`config.mk`:
```
export PLATFORM = sky130hd
export DESIGN_NAME = ctrl_pipe
export DESIGN_NICKNAME = d
export VERILOG_FILES = /design/src/rtl/ctrl_pipe.sv
export SDC_FILE = /design/constraint.sdc
export NUM_CORES = 1
export LEC_CHECK = 0
export ABC_AREA = 0
export CORE_MARGIN = 2
export CORE_UTILIZATION = 40
export DETAILED_ROUTE_END_ITERATION = 12
export PLACE_DENSITY = 0.73
export SYNTH_ARGS = -nofsm -noshare
export SYNTH_HDL_FRONTEND = slang
export SYNTH_SLANG_ARGS = --single-unit
```
`constraint.sdc`:
```
create_clock -name Clk -period 1.5 [get_ports Clk]
set_input_delay 0.225 -clock Clk [delete_from_list [all_inputs] [get_ports Clk]]
set_output_delay 0.225 -clock Clk [all_outputs]
set_load 0.03 [all_outputs]
```
`src/rtl/ctrl_pipe.sv`:
```
// ctrl_pipe: pipelined MIPS control unit.
// Decodes the ID-stage instruction into a control bundle and carries it through
// ID/EX, EX/MEM and MEM/WB registers. Also detects load-use hazards, applies
// external stall / branch flush, and keeps a sticky illegal-encoding flag.
module ctrl_pipe #(
    parameter int INSTR_W    = 32,
    parameter int ALUOP_W    = 6,
    parameter int REG_ADDR_W = 5,
    parameter int HAZARD_EN  = 1
) (
    input  logic                  Clk,
    input  logic                  Rst,
    input  logic [INSTR_W-1:0]    Instruction,
    input  logic                  InstrValid,
    input  logic                  Stall,
    input  logic                  Flush,
    output logic                  HazardStall,
    output logic                  IllegalOp,
    output logic                  ExValid,
    output logic                  ExRegDst,
    output logic                  ExALUSrc,
    output logic                  ExBranch,
    output logic                  ExBranchNe,
    output logic                  ExJump,
    output logic [ALUOP_W-1:0]    ExALUOp,
    output logic                  MemValid,
    output logic                  MemRead,
    output logic                  MemWrite,
    output logic                  WbValid,
    output logic                  WbMemtoReg,
    output logic                  WbRegWrite,
    output logic [REG_ADDR_W-1:0] WbWriteReg
);

    localparam logic [5:0] OP_RTYPE = 6'b000000;
    localparam logic [5:0] OP_LW    = 6'b100011;
    localparam logic [5:0] OP_SW    = 6'b101011;
    localparam logic [5:0] OP_BEQ   = 6'b000100;
    localparam logic [5:0] OP_BNE   = 6'b000101;
    localparam logic [5:0] OP_ADDI  = 6'b001000;
    localparam logic [5:0] OP_J     = 6'b000010;

    localparam logic [5:0] FN_ADD = 6'b100000;
    localparam logic [5:0] FN_SUB = 6'b100010;
    localparam logic [5:0] FN_AND = 6'b100100;
    localparam logic [5:0] FN_OR  = 6'b100101;
    localparam logic [5:0] FN_SLT = 6'b101010;

    // The EX stage keeps the full bundle plus rt, which the hazard check needs.
    typedef struct packed {
        logic                  valid;
        logic                  reg_dst;
        logic                  alu_src;
        logic                  branch;
        logic                  branch_ne;
        logic                  jump;
        logic                  mem_read;
        logic                  mem_write;
        logic                  mem_to_reg;
        logic                  reg_write;
        logic [ALUOP_W-1:0]    alu_op;
        logic [REG_ADDR_W-1:0] dest;
        logic [REG_ADDR_W-1:0] rt;
    } ex_ctrl_t;

    typedef struct packed {
        logic                  valid;
        logic                  mem_read;
        logic                  mem_write;
        logic                  mem_to_reg;
        logic                  reg_write;
        logic [REG_ADDR_W-1:0] dest;
    } mem_ctrl_t;

    typedef struct packed {
        logic                  valid;
        logic                  mem_to_reg;
        logic                  reg_write;
        logic [REG_ADDR_W-1:0] dest;
    } wb_ctrl_t;

    logic [5:0]            opcode;
    logic [5:0]            funct;
    logic [REG_ADDR_W-1:0] rs;
    logic [REG_ADDR_W-1:0] rt;
    logic [REG_ADDR_W-1:0] rd;
    logic                  unused_shamt;

    assign opcode       = Instruction[31:26];
    assign funct        = Instruction[5:0];
    assign rs           = Instruction[21 +: REG_ADDR_W];
    assign rt           = Instruction[16 +: REG_ADDR_W];
    assign rd           = Instruction[11 +: REG_ADDR_W];
    assign unused_shamt = ^Instruction[10:6];

    ex_ctrl_t  dec;
    ex_ctrl_t  id_ctrl;
    logic      legal;
    logic      reads_rt;
    logic      hazard;

    ex_ctrl_t  ex_d, ex_q;
    mem_ctrl_t mem_d, mem_q;
    wb_ctrl_t  wb_d, wb_q;
    logic      illegal_d, illegal_q;

    // Decode the ID instruction; illegal encodings and bubbles collapse to all-zero.
    always_comb begin
        dec      = '0;
        legal    = 1'b0;
        reads_rt = 1'b0;
        case (opcode)
            OP_RTYPE: begin
                reads_rt      = 1'b1;
                dec.reg_dst   = 1'b1;
                dec.alu_op    = ALUOP_W'(funct);
                dec.reg_write = 1'b1;
                case (funct)
                    FN_ADD, FN_SUB, FN_AND, FN_OR, FN_SLT: legal = 1'b1;
                    default:                               legal = 1'b0;
                endcase
            end
            OP_LW: begin
                legal          = 1'b1;
                dec.alu_src    = 1'b1;
                dec.alu_op     = ALUOP_W'(FN_ADD);
                dec.mem_read   = 1'b1;
                dec.mem_to_reg = 1'b1;
                dec.reg_write  = 1'b1;
            end
            OP_SW: begin
                legal         = 1'b1;
                reads_rt      = 1'b1;
                dec.alu_src   = 1'b1;
                dec.alu_op    = ALUOP_W'(FN_ADD);
                dec.mem_write = 1'b1;
            end
            OP_BEQ: begin
                legal      = 1'b1;
                reads_rt   = 1'b1;
                dec.alu_op = ALUOP_W'(FN_SUB);
                dec.branch = 1'b1;
            end
            OP_BNE: begin
                legal         = 1'b1;
                reads_rt      = 1'b1;
                dec.alu_op    = ALUOP_W'(FN_SUB);
                dec.branch    = 1'b1;
                dec.branch_ne = 1'b1;
            end
            OP_ADDI: begin
                legal         = 1'b1;
                dec.alu_src   = 1'b1;
                dec.alu_op    = ALUOP_W'(FN_ADD);
                dec.reg_write = 1'b1;
            end
            OP_J: begin
                legal    = 1'b1;
                dec.jump = 1'b1;
            end
            default: legal = 1'b0;
        endcase
        dec.valid = 1'b1;
        dec.rt    = rt;
        dec.dest  = dec.reg_dst ? rd : rt;
        // Writes to $0 are architecturally discarded, so never request them.
        if (dec.dest == '0) begin
            dec.reg_write = 1'b0;
        end
        id_ctrl = (InstrValid && legal) ? dec : '0;
    end

    // Load-use detection against the load currently sitting in EX.
    always_comb begin
        hazard = InstrValid && ex_q.valid && ex_q.mem_read && (ex_q.rt != '0) &&
                 ((ex_q.rt == rs) || ((ex_q.rt == rt) && reads_rt));
        HazardStall = (HAZARD_EN != 0) && hazard;
    end

    // Stage-register next state: Stall freezes everything, Flush/hazard inject a bubble.
    always_comb begin
        ex_d      = ex_q;
        mem_d     = mem_q;
        wb_d      = wb_q;
        illegal_d = illegal_q;
        if (!Stall) begin
            wb_d.valid       = mem_q.valid;
            wb_d.mem_to_reg  = mem_q.mem_to_reg;
            wb_d.reg_write   = mem_q.reg_write;
            wb_d.dest        = mem_q.dest;
            mem_d.valid      = ex_q.valid;
            mem_d.mem_read   = ex_q.mem_read;
            mem_d.mem_write  = ex_q.mem_write;
            mem_d.mem_to_reg = ex_q.mem_to_reg;
            mem_d.reg_write  = ex_q.reg_write;
            mem_d.dest       = ex_q.dest;
            if (Flush || HazardStall) begin
                ex_d = '0;
            end else begin
                ex_d = id_ctrl;
            end
            if (InstrValid && !legal && !Flush) begin
                illegal_d = 1'b1;
            end
        end
    end

    // Stage registers with synchronous active-low reset.
    always_ff @(posedge Clk) begin
        if (!Rst) begin
            ex_q      <= '0;
            mem_q     <= '0;
            wb_q      <= '0;
            illegal_q <= 1'b0;
        end else begin
            ex_q      <= ex_d;
            mem_q     <= mem_d;
            wb_q      <= wb_d;
            illegal_q <= illegal_d;
        end
    end

    assign IllegalOp  = illegal_q;
    assign ExValid    = ex_q.valid;
    assign ExRegDst   = ex_q.reg_dst;
    assign ExALUSrc   = ex_q.alu_src;
    assign ExBranch   = ex_q.branch;
    assign ExBranchNe = ex_q.branch_ne;
    assign ExJump     = ex_q.jump;
    assign ExALUOp    = ex_q.alu_op;
    assign MemValid   = mem_q.valid;
    assign MemRead    = mem_q.mem_read;
    assign MemWrite   = mem_q.mem_write;
    assign WbValid    = wb_q.valid;
    assign WbMemtoReg = wb_q.mem_to_reg;
    assign WbRegWrite = wb_q.reg_write;
    assign WbWriteReg = wb_q.dest;

endmodule

```
Word-level counts from Yosys, hierarchy flattened --
Cells that the tools add are included.
Word-level totals: flip-flop bits (word level) 45, bits of input ports 37, output and inout port bits 25, word-level logic and storage cells 76
Operators by class: eq/ne operators 13, multiplexer cells 16, bitwise logic cells 1, reductions and logical operators 22
Operators by type and width (number):
- two-way mux 26 bit | 2
- == test 6 bit (second input constant) | 7
- case mux 6 bit (3 select lines) | 1
- == test 6 x 3 -> 1 bit (second input constant) | 2
- two-way mux 1 bit | 11
- == test 5 bit | 2
- logical AND 1 bit | 8
- == test 6 x 2 -> 1 bit (second input constant) | 1
- == test 6 x 4 -> 1 bit (second input constant) | 1
- zero test 6 bit | 1
- OR reduction 3 bit | 2
- OR reduction 6 bit | 1
- zero test 5 bit | 1
- two-way mux 5 bit | 1
- nonzero test 5 bit | 1
- OR reduction 5 bit | 1
- OR reduction 4 bit | 1
- zero test 1 bit | 2
- logical OR 1 bit | 2
- case mux 1 bit (2 select lines) | 1
- AND reduction 2 bit | 1
- OR reduction 2 bit | 1
- NOT 1 bit | 1

Logic depth before layout (Yosys ltp) --
word-level depth 8, gate-level depth with buffers 7, gate-level depth less buffers 5

Least setup slack after synthesis --
OpenSTA, ideal clock, no wires.
path kind input -> register, start point in Instruction[26], end point reg ex_q[16] in the netlist's numbering, setup time 0.134 ns, data arrival time 1.470 ns, data required time 1.366 ns, slack -0.105 ns, cell stages on the path 6, path buffers 1, path through or3_1 > nand3b_4 > buf_2 > or3_1 > nand4_1 > o31ai_1
On the way: longest elaborated chain between the ends 8, elaborated cells between the ends (all ways) 24, those cells by class eq/ne: 6; mux: 8; reduce/logical: 10
RTL lines:
- start: declaration | RTL line 13 | input logic [INSTR_W-1:0] Instruction,
- parallel branches: the longest is 7 deep, another holds two-way mux 26 bit
- two-way mux 26 bit * | RTL line 197 | if (Flush || HazardStall) begin
- end signal: assignment | RTL line 211 | ex_q <= '0;
- end signal: assignment | RTL line 216 | ex_q <= ex_d;
- end: declaration | RTL line 102 | ex_ctrl_t ex_d, ex_q;
Every way passes the cells marked *. A chain may end at the register's enable or synchronous reset.

Final worst setup path --
start point reg ex_q[2] in the netlist's numbering, end point out HazardStall
On the way: longest elaborated chain between the ends 4, elaborated cells between the ends (all ways) 7, those cells by class eq/ne: 2; reduce/logical: 5
RTL lines:
- == test 5 bit | RTL line 176 | ((ex_q.rt == rs) || ((ex_q.rt == rt) && reads_rt));
- logical AND 1 bit | RTL line 176
- logical OR 1 bit | RTL line 176
- logical AND 1 bit * | RTL line 175 | hazard = InstrValid && ex_q.valid && ex_q.mem_read && (ex_q.rt != '0) &&
- end: declaration | RTL line 17 | output logic HazardStall,
Mark *: on every way between the ends. The rest lies on a longest branch, timed or not.

==> flow_summary_export.csv <==
group,metric,value,unit
outcome,status,"finished with violations",
outcome,violations,"negative setup slack",
worst_hold_path,min_path_type,"in -> reg",
setup_path,cp_max_fo,2,
yosys,ys_seq_area_frac,0.4226,
yosys,synth-main-ff-cell,"dfxtp_1",
yosys,yosysTopAreaCell,"dfxtp_1",
yosys,ys_ff_latch,43,
timing,min_period,1971,ps
floorplanning,num_io_pins,62,
yosys,ys_warn_count,0,
timing,finClkSkew,9.797,ps
yosys,synthTopCellsByCount,"dfxtp_1 (43), nand2_1 (31), mux2i_1 (22)",
timing,post-route-period-util,1.314,
cells_and_area,fin_util,0.7294,
floorplanning,initial_core_util,0.4229,
timing,worstMarginPinSlew,405.5,ps
worst_hold_path,hold_depth,3,
pwr,leakagePower,0.001638,uW
clocking,htree_levels,2,
detailed_routing,vias,2065,
timing,setup_viol,25,
place,dp_cells,377,
grt,grt_start_max_net_pins,25,
yosys,synth.net_count,261,
clocking,cts.hold.buffers_added,0,
setup_path,cp-start-kind,"flip-flop",
pwr,p_per_area,642.9,mW/mm^2
detailed_routing,drt_wl_total,6.117,mm
grt,grt_pass1_wl,8.576,mm
yosys,synthTopCellsByArea,"dfxtp_1 (42%), mux2i_1 (11%), nand2_1 (5.7%), nor2b_1 (5.5%), xor2_1 (4.3%)",
clocking,clk_latency,300,ps
setup_path,rr_worst_depth,9,
clocking,cts-root-buf,"clkbuf_8",
floorplanning,dieArea,0.005679,mm^2
pwr,vdd_ir_drop_max,0.3878,mV
clocking,clock_path_buffers,2,
flow_run,cap_violations,0,
clocking,cts_num_sinks,43,
timing,final.setup.tns,-6396,ps
yosys,synth_top_cell_area_share,0.4226,
detailed_routing,drcViolationCount,0,
cells_and_area,drive_above_1_share,0.3772,
timing,maxSlewViolCount,0,
detailed_routing,ant_nets,0,
clocking,clkSlewWorstSetupHoldPaths,90,ps
clocking,cts_tree,"done",
floorplanning,core.rowCount,25,
timing,fmax,507.4,MHz
grt,grt_pass1_vias,1879,
yosys,synthArstFlopShare,0,
timing,slew_headroom,0.7271,
timing,rsz0062_at_grt,"true",
floorplanning,core_region_area,0.004817,mm^2
place,port_buffers,56,
cells_and_area,antenna_cells,0,
timing,setup_slack,-470.9,ps
setup_path,path_class,"reg -> out",
yosys,syn_avg_cell_area,9.094,um^2
timing,finalHoldViolations,0,
place,place.gp.congestion,0.9426,
yosys,synth_edf_count,0,
yosys,netlist_area,0.002037,mm^2
setup_path,end_kind,"primary output",
place,hpwl,3.781,mm
setup_path,cp.arrival,1750,ps
clocking,cts_buffers,5,
floorplanning,die_x,75.36,um
cells_and_area,fin_area,0.003513,mm^2
detailed_routing,vias_per_cell,5.150,
cells_and_area,area_growth,72.48,%
cells_and_area,finalNonFillerCells,401,
place,dpl-instance-area,0.002979,mm^2
yosys,synth.distinct_cells,38,
grt,grtUsageTotal,0.1986,
yosys,yosysMostFrequentCell,"dfxtp_1",
yosys,netlist_instances,224,
detailed_routing,dr.pass1.iters,4,
cells_and_area,fin_nets,370,
floorplanning,die-height,75.36,um
grt,antenna_found_initial,0,
detailed_routing,first_iter_violations,71,
setup_path,cp.required,1270,ps
grt,grt-ovfl-total,0,
detailed_routing,wl_per_cell,15.25,um
pwr,total_power,2259,uW
per-layer routing:
metal | vias up | wire, um | global-route usage
met5 | - | 0 | 0
met4 | 0 | 144 | 0.07018
met3 | 18 | 321 | 0.03307
met2 | 73 | 3141 | 0.3430
met1 | 985 | 2509 | 0.2504
li1 | 989 | - | -
layout by cell type, fill, tap and decap left out, types with 4 or more instances in the layout:
| master | n |
|---|---|
| buf_4 | 44 |
| dfxtp_1 | 38 |
| nand2_1 | 29 |
| dlygate4sd2_1 | 29 |
| mux2i_1 | 22 |
| buf_6 | 20 |
| nor2b_1 | 18 |
| clkdlybuf4s50_1 | 18 |
| inv_1 | 8 |
| xor2_1 | 7 |
| o31ai_2 | 6 |
| o31ai_4 | 5 |
| clkbuf_8 | 5 |
| dlymetal6s2s_1 | 5 |
| nor2_2 | 4 |
| o21ai_0 | 4 |
| o21ai_1 | 4 |
final cells by class:
| cell class | count | area (um^2) |
|---|---|---|
| inverters | 11 | 41.29 |
| clock inverters | 3 | 20.02 |
| repair buffers | 121 | 1102 |
| fillers | 345 | 1304 |
| clock buffers | 5 | 68.82 |
| multi-input cells | 151 | 1325 |
| well taps | 67 | 83.83 |
| flip-flops and latches | 43 | 872.1 |
cell families (layout without fill, tap and decap cells):
group | count (synthesis) | count (layout) | share of synthesized area
AOI/OAI and AO/OA | 36 | 36 | 0.1290
xor gates and xnor gates | 11 | 11 | 0.04730
buffers and inverters | 30 | 140 | 0.07371
DFF | 43 | 43 | 0.4226
muxes | 22 | 22 | 0.1081
and+or+nand+nor | 82 | 82 | 0.2193
state kept, by name (all words and copies together) (netlist names), 5 cells and up:
signal / cells
ex_q: 13
ExALUOp: 6
mem_q: 6
WbWriteReg: 5
report_power, final:
group / switching [uW] / internal, uW
Sequential: 2.28 / 1140
Combinational: 184 / 197
Clock: 411 / 324
per-stage QoR:
stage	setup slack, ps	hold WS, ps
floorplan	-33.99	365.6
global placement	-601.1	440.5
detailed placement	-643.1	435.5
CTS	-394.3	363.6
global route	-540.9	275.5
finish	-470.9	255.7
critical path, cell delays in order (launching register included):
cell       delay, ps
dfxtp_2          330
xor2_1           170
nor4_2           400
o2111ai_2        180
buf_4            180
nand2_4           60
buf_6            130
worst paths after layout:
| path | from | endpoint | slack, ps |
|---|---|---|---|
| setup / recovery | ex_q[2]$_SDFFE_PN0N_ | HazardStall | -470 |
| hold / removal | Instruction[2] | ExALUOp[2]$_SDFFE_PN0N_ | 260 |
| setup reg to reg | ex_q[1]$_SDFFE_PN0N_ | ExALUOp[0]$_SDFFE_PN0N_ | -350 |
| hold reg to reg | ex_q[18]$_SDFFE_PN0N_ | ex_q[18]$_SDFFE_PN0N_ | 450 |
timing repair:
| action | CTS | global route |
|---|---|---|
| buffers inserted | 10 | 8 |
| endpoints found under the hold margin | 0 | 0 |
| endpoints found under the setup margin | 50 | 26 |
| pin swaps | 17 | 29 |
| gates cloned | 1 | 0 |
| gates resized for setup | 78 | 49 |
(Power assumes the default switching activity.)
